`src/rtl/inst_prefetch_buffer_pkg.sv`:
```
// Shared definitions for the instruction prefetch buffer: parameter defaults
// and the fetch-control state encoding.
package inst_prefetch_buffer_pkg;

    localparam int unsigned DEF_ADDR_WIDTH = 32;
    localparam int unsigned DEF_INST_WIDTH = 32;
    localparam int unsigned DEF_DEPTH      = 4;
    localparam logic [63:0] DEF_RESET_PC   = 64'h0;

    typedef enum logic [1:0] {
        ST_IDLE  = 2'd0,
        ST_RUN   = 2'd1,
        ST_STALL = 2'd2
    } fetch_state_e;

endpackage

```
`src/rtl/inst_fifo.sv`:
```
// DEPTH-entry first-word-fall-through FIFO with synchronous flush; holds
// fetched {address, instruction} pairs for the prefetch buffer.
module inst_fifo
    import inst_prefetch_buffer_pkg::*;
#(
    parameter int unsigned WIDTH = 64,
    parameter int unsigned DEPTH = DEF_DEPTH
) (
    input  logic                       clk,
    input  logic                       rst,
    input  logic                       flush,
    input  logic                       push,
    input  logic [WIDTH-1:0]           push_data,
    input  logic                       pop,
    output logic [WIDTH-1:0]           head_data,
    output logic [$clog2(DEPTH):0]     count
);

    localparam int unsigned PTR_W = $clog2(DEPTH);
    localparam int unsigned CNT_W = PTR_W + 1;

    logic [WIDTH-1:0] mem [DEPTH];
    logic [PTR_W-1:0] wr_ptr_reg;
    logic [PTR_W-1:0] rd_ptr_reg;
    logic [CNT_W-1:0] count_reg;
    logic             do_push;
    logic             do_pop;

    // Push into a full FIFO and pop from an empty one are both dropped.
    assign do_push = push && (count_reg != CNT_W'(DEPTH));
    assign do_pop  = pop && (count_reg != '0);

    always_ff @(posedge clk or negedge rst) begin
        if (!rst) begin
            wr_ptr_reg <= '0;
            rd_ptr_reg <= '0;
            count_reg  <= '0;
        end else if (flush) begin
            wr_ptr_reg <= '0;
            rd_ptr_reg <= '0;
            count_reg  <= '0;
        end else begin
            if (do_push) wr_ptr_reg <= wr_ptr_reg + 1'b1;
            if (do_pop)  rd_ptr_reg <= rd_ptr_reg + 1'b1;
            case ({do_push, do_pop})
                2'b10:   count_reg <= count_reg + 1'b1;
                2'b01:   count_reg <= count_reg - 1'b1;
                default: count_reg <= count_reg;
            endcase
        end
    end

    // Storage carries no reset; stale words are never visible because the
    // consumer side gates everything on count.
    always_ff @(posedge clk) begin
        if (do_push && !flush) mem[wr_ptr_reg] <= push_data;
    end

    assign head_data = mem[rd_ptr_reg];
    assign count     = count_reg;

endmodule

```
`src/rtl/inst_prefetch_buffer.sv`:
```
// Instruction prefetch buffer: fetch FSM, PC and credit logic in front of a
// small FIFO of {address, instruction} pairs read from a 1-cycle-latency ROM.
module inst_prefetch_buffer
    import inst_prefetch_buffer_pkg::*;
#(
    parameter int unsigned            ADDR_WIDTH = DEF_ADDR_WIDTH,
    parameter int unsigned            INST_WIDTH = DEF_INST_WIDTH,
    parameter int unsigned            DEPTH      = DEF_DEPTH,
    parameter logic [ADDR_WIDTH-1:0]  RESET_PC   = ADDR_WIDTH'(DEF_RESET_PC)
) (
    input  logic                   clk,
    input  logic                   rst,
    input  logic                   fetch_en,
    input  logic                   redirect_en,
    input  logic [ADDR_WIDTH-1:0]  redirect_addr,
    output logic                   rom_en,
    output logic [ADDR_WIDTH-1:0]  rom_addr,
    input  logic [INST_WIDTH-1:0]  rom_inst,
    output logic                   inst_valid,
    input  logic                   inst_ready,
    output logic [INST_WIDTH-1:0]  inst_o,
    output logic [ADDR_WIDTH-1:0]  addr_o
);

    localparam int unsigned            BYTES      = INST_WIDTH / 8;
    localparam int unsigned            CNT_W      = $clog2(DEPTH) + 1;
    localparam int unsigned            ENTRY_W    = ADDR_WIDTH + INST_WIDTH;
    localparam logic [ADDR_WIDTH-1:0]  PC_STEP    = ADDR_WIDTH'(BYTES);
    localparam logic [ADDR_WIDTH-1:0]  ALIGN_MASK = ~(ADDR_WIDTH'(BYTES - 1));

    fetch_state_e           state_reg, state_next;
    logic [ADDR_WIDTH-1:0]  pc_reg, pc_next;
    logic                   inflight_reg;
    logic [ADDR_WIDTH-1:0]  inflight_addr_reg;
    logic [CNT_W-1:0]       fifo_count;
    logic [ENTRY_W-1:0]     head_data;
    logic                   credit_ok;
    logic                   push;
    logic                   pop;

    // Credit counts the in-flight word so a response always has a free slot;
    // a pop in the same cycle is deliberately not credited.
    assign credit_ok = ({1'b0, fifo_count} + (CNT_W + 1)'(inflight_reg)) < (CNT_W + 1)'(DEPTH);

    always_comb begin
        state_next = state_reg;
        case (state_reg)
            ST_IDLE:  if (fetch_en)  state_next = ST_RUN;
            ST_RUN:   if (!fetch_en) state_next = ST_STALL;
            ST_STALL: if (fetch_en)  state_next = ST_RUN;
            default:  state_next = ST_IDLE;
        endcase

        rom_en = (state_reg == ST_RUN) && fetch_en && !redirect_en && credit_ok;

        pc_next = pc_reg;
        if (redirect_en)  pc_next = redirect_addr & ALIGN_MASK;
        else if (rom_en)  pc_next = pc_reg + PC_STEP;
    end

    always_ff @(posedge clk or negedge rst) begin
        if (!rst) begin
            state_reg         <= ST_IDLE;
            pc_reg            <= RESET_PC;
            inflight_reg      <= 1'b0;
            inflight_addr_reg <= RESET_PC;
        end else begin
            state_reg    <= state_next;
            pc_reg       <= pc_next;
            inflight_reg <= rom_en;
            if (rom_en) inflight_addr_reg <= pc_reg;
        end
    end

    assign rom_addr = pc_reg;

    // A response landing in a redirect cycle belongs to the old stream.
    assign push       = inflight_reg && !redirect_en;
    assign inst_valid = (fifo_count != '0) && !redirect_en;
    assign pop        = inst_valid && inst_ready;

    inst_fifo #(
        .WIDTH (ENTRY_W),
        .DEPTH (DEPTH)
    ) u_fifo (
        .clk       (clk),
        .rst       (rst),
        .flush     (redirect_en),
        .push      (push),
        .push_data ({inflight_addr_reg, rom_inst}),
        .pop       (pop),
        .head_data (head_data),
        .count     (fifo_count)
    );

    assign inst_o = inst_valid ? head_data[INST_WIDTH-1:0] : '0;
    assign addr_o = inst_valid ? head_data[ENTRY_W-1:INST_WIDTH] : '0;

endmodule

```
`config.mk`:
```
export PLATFORM = sky130hd
export DESIGN_NAME = inst_prefetch_buffer
export DESIGN_NICKNAME = d
export VERILOG_FILES = /design/src/rtl/inst_prefetch_buffer_pkg.sv /design/src/rtl/inst_fifo.sv /design/src/rtl/inst_prefetch_buffer.sv
export SDC_FILE = /design/constraint.sdc
export NUM_CORES = 1
export LEC_CHECK = 0
export CORE_MARGIN = 5
export CORE_UTILIZATION = 30
export CTS_BUF_LIST = sky130_fd_sc_hd__clkbuf_8
export CTS_CLUSTER_SIZE = 25
export DETAILED_ROUTE_END_ITERATION = 8
export PLACE_DENSITY = 0.61
export SYNTH_ARGS = -nofsm -noshare
export SYNTH_HDL_FRONTEND = slang
export SYNTH_SLANG_ARGS = --single-unit
```
`constraint.sdc`:
```
create_clock -name clk -period 3.3 [get_ports clk]
set_input_delay 0.33 -clock clk [delete_from_list [all_inputs] [get_ports clk]]
set_output_delay 0.33 -clock clk [all_outputs]
set_load 0.005 [all_outputs]
```
# Word level (Yosys, flattened, before mapping)
# Memory sizes are Yosys's and may differ from the RTL's.
# Cells that the tools add are included.
# word_totals
register_bits	74
mem_bits_rw	256
inputBits	69
out_inout_bits	98
elab_cells	55
n_memories	1
# classes
n_addsub	6
magnitude_cmp	1
n_eq_ne	7
mux	15
n_reduce_logical	18
# mem_list
memory	words	width	rd	rd_ports_with_merged_regs	write_ports	line_no	source
u_fifo.mem	4	64	1	0	1	inst_fifo.sv:22	logic [WIDTH-1:0] mem [DEPTH];
# op_table
op	count
two-way mux 32 bit	4
adder 32 x 3 -> 32 bit, second input constant	1
two-way mux 2 bit	6
logical AND 1 bit	9
case mux 3 bit (2 select lines)	1
nonzero test 2 bit	3
nonzero test 3 bit	2
adder 2 x 1 -> 2 bit, second input constant	2
adder 3 x 1 -> 4 bit	1
equality test 2 x 1 -> 1 bit, second input constant	2
equality test 2 bit, second input constant	2
< comparator 4 x 3 -> 1 bit, second input constant	1
case mux 2 bit (2 select lines)	1
adder 3 x 1 -> 3 bit, second input constant	1
two-way mux 3 bit	1
inequality test 3 bit, second input constant	1
subtractor 3 x 1 -> 3 bit, second input constant	1
logical NOT 2 bit	1
two-way mux 1 bit	2
inequality test 2 x 1 -> 1 bit, second input constant	1
inequality test 2 bit, second input constant	1
AND reduction 2 bit	1
OR reduction 2 bit	1
logical NOT 1 bit	1

# Longest topological paths before layout
# logic_depth
depth_word	7
mapped_depth	6
depth_no_buf	6

# Cells and area by module
# Synthesis repeated with hierarchy kept, for this count alone.
# unflattened
cells_unflattened	771
hier_area_um2	13414.1
# by_module_without_submodules
mod	instances	cells_each	area_per_inst_um2	seq_area_each_um2
inst_fifo	1	399	9808.2	7862.5
inst_prefetch_buffer	1	372	3606.0	1576.5

# Least setup slack after synthesis
# Ideal clock, no wire load.
# synth_timing
kind	input to register
from	in redirect_en
to	mem u_fifo.mem[0][0], enable pin
setup_ns	0.427
arrival_time_ns	2.585
required_ns	2.873
path_slack_ns	0.288
path_stages	5
path_buffers	3
cell_sequence	clkbuf_1 > clkbuf_1 > buf_1 > nor2_1 > and2_1
# synth_between
elab_chain_len	6
# synth_rtl
element	line_no	source
start: declaration	inst_prefetch_buffer.sv:14	input logic redirect_en,
logical NOT 1 bit (*)	inst_fifo.sv:56, inst_prefetch_buffer.sv:78	
logical AND 1 bit	inst_prefetch_buffer.sv:78	assign push = inflight_reg && !redirect_en;
logical AND 1 bit	inst_fifo.sv:30	assign do_push = push && (count_reg != CNT_W'(DEPTH));
logical AND 1 bit (*)	inst_fifo.sv:56	if (do_push && !flush) mem[wr_ptr_reg] <= push_data;
two-way mux 1 bit (*)	inst_fifo.sv:56	
two-way mux 1 bit (not written as such) (*)	inst_fifo.sv:56	
end: declaration	inst_fifo.sv:22	
# Every way passes the cells marked *; elsewhere a longest branch is shown, timed or not.

# Final worst setup path
# layout_timing
from	reg u_fifo.rd_ptr_reg[1]
to	out addr_o[6]
# layout_between
elab_chain_len	2
# layout_rtl
element	line_no	source
start: declaration	inst_fifo.sv:24	logic [PTR_W-1:0] rd_ptr_reg;
start signal: assignment	inst_fifo.sv:44	if (do_pop) rd_ptr_reg <= rd_ptr_reg + 1'b1;
memory (4 x 64 bit)	n/a	
two-way mux 32 bit	inst_prefetch_buffer.sv:97	assign addr_o = inst_valid ? head_data[ENTRY_W-1:INST_WIDTH] : '0;
end: declaration	inst_prefetch_buffer.sv:22	output logic [ADDR_WIDTH-1:0] addr_o
# Every way passes these cells.

==> impl_table.tex <==
\begin{tabular}{lr}
\hline
Metric & Value \\
\hline
\multicolumn{2}{l}{\textbf{Detailed routing}} \\
\quad Routed WL & 31.88 mm \\
\quad Count of unresolved DRC violations after routing & 0 \\
\quad ANT nets after route & 0 \\
\quad Via-per-instance ratio & around 4.8 \\
\quad Violation count after the first detailed-routing iteration & 503 \\
\quad Number of detailed-route iterations in the first pass & 5 \\
\quad Via count & 7,550 \\
\quad Routed length per instance & 20.23 µm \\
\multicolumn{2}{l}{\textbf{Timing}} \\
\quad Worst Clk Skew & 0.02974 ns \\
\quad Slew Limit Fails & 0 \\
\quad Worst-Margin Slew & slightly above 1 ns \\
\quad Minimum clock period & 3.046 ns \\
\quad Period utilisation layout & 92.29\% \\
\quad Sum of negative setup slack & 0 ns \\
\quad Max Fclk & around 330 MHz \\
\quad Slew HR & 31.42\% \\
\quad Final worst slack & 0.2544 ns \\
\quad Final number of setup-violating endpoints & 0 \\
\quad Setup repair after global routing missed its margin & false \\
\quad Number of hold-slack violations in the final timing report & 0 \\
\multicolumn{2}{l}{\textbf{Global routing}} \\
\quad Overflow left after global routing & 0 \\
\quad Number of global-route vias before repair & 7,934 \\
\quad First-pass GRT wire length & about 48 mm \\
\quad Tot GR Track Use & 13.41\% \\
\quad Largest net degree at the start of global routing & 63 \\
\quad Antenna violations before repair & 1 \\
\multicolumn{2}{l}{\textbf{Placement}} \\
\quad Final weighted congestion of routability-driven global placement & 0.7499 \\
\quad DPL Wire Length & 19.89 mm \\
\quad Port buffer count & 160 \\
\quad Placement-stage worst setup slack & 0.5520 ns \\
\multicolumn{2}{l}{\textbf{Power and ir drop}} \\
\quad Power, Total & 9234 µW \\
\quad Largest vdd supply drop & 0.2499 mV \\
\quad Leakage & 0.005462 µW \\
\quad Power per unit of standard cell area & 561.3 mW/mm² \\
\multicolumn{2}{l}{\textbf{Synth}} \\
\quad Synth warn & 0 \\
\quad Combined area of all synthesized cells & 0.01299 mm² \\
\quad Area share of the largest cell type after synthesis & 57.32\% \\
\quad Area leader, netlist & sky130\_fd\_sc\_hd\_\_edfxtp\_1 \\
\quad Flip-flop cell with the highest count after synthesis & sky130\_fd\_sc\_hd\_\_edfxtp\_1 \\
\quad Top cells by area, synth & sky130\_fd\_sc\_hd\_\_edfxtp\_1 57\%, sky130\_fd\_sc\_hd\_\_dfrtp\_1 13\%, sky130\_fd\_sc\_hd\_\_mux4\_2 11\% \\
\quad FFs w/ async S/R, synth & 22.01\% \\
\quad Synthesis-stage register bit count & 318 \\
\quad Mean instance size in the synthesized netlist & 17.32 µm² \\
\quad Sequential-to-total area share from yosys stat & 70.81\% \\
\quad Post-Syn Instances & 750 \\
\quad Post-synth EDFFs & 248 \\
\quad Count of different cell masters after synthesis & 43 \\
\multicolumn{2}{l}{\textbf{Hold path}} \\
\quad Worst Hold Depth & 2 \\
\quad Min-Delay Path Class & primary input to register \\
\quad Worst hold start & redirect\_en \\
\quad Hold path endpoint & u\_fifo.rd\_ptr\_reg[1] \\
\multicolumn{2}{l}{\textbf{Critical path}} \\
\quad Worst path arrival time & 2.72 ns \\
\quad Worst reg2reg endpoint & u\_fifo.count[2] \\
\quad Crit-path max FO & 21 \\
\quad Startpoint type of the worst setup path & register \\
\quad Launching point of the worst reg2reg path & u\_fifo.count[0] \\
\quad Critical Path Start & u\_fifo.rd\_ptr\_reg[1] \\
\quad Crit Path Class & register to output port \\
\quad Register-to-register setup slack & slightly below 0.9 ns \\
\quad Endpoint required time on the critical path & about 3.0 ns \\
\quad Number of cell instances on the worst register-to-register path & 6 \\
\quad Sort of element at the end of the critical path & output port \\
\multicolumn{2}{l}{\textbf{CTS}} \\
\quad Clock tree from TritonCTS & done \\
\quad Clock Tree Buf Depth & 3 \\
\quad Clock slew at the register clock pins of the worst setup and hold paths & 0.06 ns \\
\quad CTS H-Tree Depth & 2 \\
\quad CTS Buf Count & 56 \\
\quad Clock Root Buffer & sky130\_fd\_sc\_hd\_\_clkbuf\_8 \\
\quad Number of sinks handled by clock tree synthesis & around 320 \\
\quad Post-CTS repair timing setup buffer count & 0 \\
\quad Latest clock arrival within the worst-skew pair & between 0.6 and 0.7 ns \\
\multicolumn{2}{l}{\textbf{Floorplanning}} \\
\quad Core outline area & 0.04298 mm² \\
\quad Top-level port count & 167 \\
\quad Horizontal extent of the die & 218.1 µm \\
\quad Total Die Area & 0.04757 mm² \\
\quad Die height & 218.1 µm \\
\quad Std-Cell Rows & 76 \\
\quad Effective utilization at floorplan & 30.23\% \\
\multicolumn{2}{l}{\textbf{Job}} \\
\quad Max-cap violations & 0 \\
\multicolumn{2}{l}{\textbf{Layout}} \\
\quad Sequential cell area & 0.009206 mm² \\
\quad Flip-flop count of the largest register, all copies and words added & 248 \\
\quad Area of the multi-input gates & 0.003612 mm² \\
\quad Fill count & 4,051 \\
\quad Nets@finish & 1,021 \\
\quad Ratio of cells with drive above 1 in the final layout & 20.00\% \\
\quad Area growth syn-to-layout & 26.64\% \\
\multicolumn{2}{l}{\textbf{Outcome}} \\
\quad Outcome & complete, no violations \\
\hline
\end{tabular}
[placed cells by master (no fill, tap or decap), types with 7 or more instances in the layout]
cell type,count
sky130_fd_sc_hd__and2_1,66
sky130_fd_sc_hd__nand3_1,20
sky130_fd_sc_hd__clkinv_2,10
sky130_fd_sc_hd__or4_1,15
sky130_fd_sc_hd__edfxtp_1,248
sky130_fd_sc_hd__mux2_2,32
sky130_fd_sc_hd__inv_1,29
sky130_fd_sc_hd__clkdlybuf4s50_1,158
sky130_fd_sc_hd__buf_12,7
sky130_fd_sc_hd__dfrtp_1,68
sky130_fd_sc_hd__a31oi_1,13
sky130_fd_sc_hd__buf_4,10
sky130_fd_sc_hd__clkbuf_8,60
sky130_fd_sc_hd__mux4_2,62
sky130_fd_sc_hd__nand2_1,26
sky130_fd_sc_hd__o31ai_1,11
sky130_fd_sc_hd__nor2_1,21
sky130_fd_sc_hd__nand4_1,18
sky130_fd_sc_hd__o21ai_0,16
sky130_fd_sc_hd__nor2b_1,8
sky130_fd_sc_hd__clkinv_1,9
[synthesized netlist by cell type (7+ instances only)]
library cell,number
sky130_fd_sc_hd__edfxtp_1,248
sky130_fd_sc_hd__and2_1,70
sky130_fd_sc_hd__dfrtp_1,70
sky130_fd_sc_hd__mux4_2,62
sky130_fd_sc_hd__mux2_2,32
sky130_fd_sc_hd__clkbuf_1,30
sky130_fd_sc_hd__nand2_1,26
sky130_fd_sc_hd__nor2_1,22
sky130_fd_sc_hd__nand3_1,20
sky130_fd_sc_hd__nand4_1,18
sky130_fd_sc_hd__o21ai_0,16
sky130_fd_sc_hd__or4_1,15
sky130_fd_sc_hd__a31oi_1,13
sky130_fd_sc_hd__o31ai_1,11
sky130_fd_sc_hd__inv_1,9
sky130_fd_sc_hd__nor2b_1,8
sky130_fd_sc_hd__nor3_1,7
[timing repair]
item,CTS,global route
hold endpoints to repair,61,0
gates resized for setup,0,0
hold buffers,1,0
[cells by family (layout without fill, tap and decap cells)]
logic type	Yosys count	after routing	synth area share, %
AND/OR/NAND/NOR	205	205	9.236
AO/OA/AOI/OAI	61	61	3.140
buffers and inverters	51	288	1.647
adder cells (fa/ha/maj)	6	6	0.6357
XOR/XNOR	10	10	0.6741
other	1	5	0.02887
multiplexers	98	98	13.83
flip-flops	318	318	70.81
[routing by layer]
layer	track usage, %	vias up	wire length, µm
li1	-	3371	-
met1	17.61	3876	13730
met2	21.69	252	15260
met3	3.809	49	2161
met4	4.208	2	726
met5	0	-	7
[how the worst max path moves through the flow]
stage	endpoint	cells past startpoint
final	addr_o[6]	4
after global routing	addr_o[7]	4
after CTS	addr_o[3]	4
after detailed placement	rom_addr[25]	5
after global placement	rom_addr[25]	5
after floorplan	u_fifo.mem[0][0]	5
[power by group]
group | switching [µW] | internal (µW)
clock network | 1570 | 1830
logic | 369 | 519
registers | 269 | 4680
[metrics by stage]
| stage | util [%] | std cells | hold WS [ns] | instance area [µm²] |
|---|---|---|---|---|
| floorplan | - | 753 | 0.03441 | 13000 |
| detailed placement | 35.80 | 1472 | 0.5046 | 15390 |
| finish | 38.28 | 1576 | 0.08265 | 16450 |
| global placement | 35.80 | 1472 | 0.4901 | 15390 |
| CTS | 38.27 | 1575 | 0.01360 | 16450 |
| global route | 38.27 | 1575 | 0.04152 | 16450 |
[area by class of cell]
cell class	count	area share (%)
multi-input cells	384	21.96
well taps	585	4.449
diodes	1	0.01521
repair buffers	177	11.01
clock inverters	42	1.384
flip-flops and latches	318	55.96
inverters	9	0.2053
clock buffers	60	5.019
[worst max-delay path, stage by stage (launching register included)]
cell,delay [ns]
sky130_fd_sc_hd__dfrtp_4,0.70
sky130_fd_sc_hd__buf_4,0.38
sky130_fd_sc_hd__mux4_2,0.34
sky130_fd_sc_hd__and2_1,0.21
sky130_fd_sc_hd__clkdlybuf4s50_1,0.46
(Power assumes the default switching activity.)
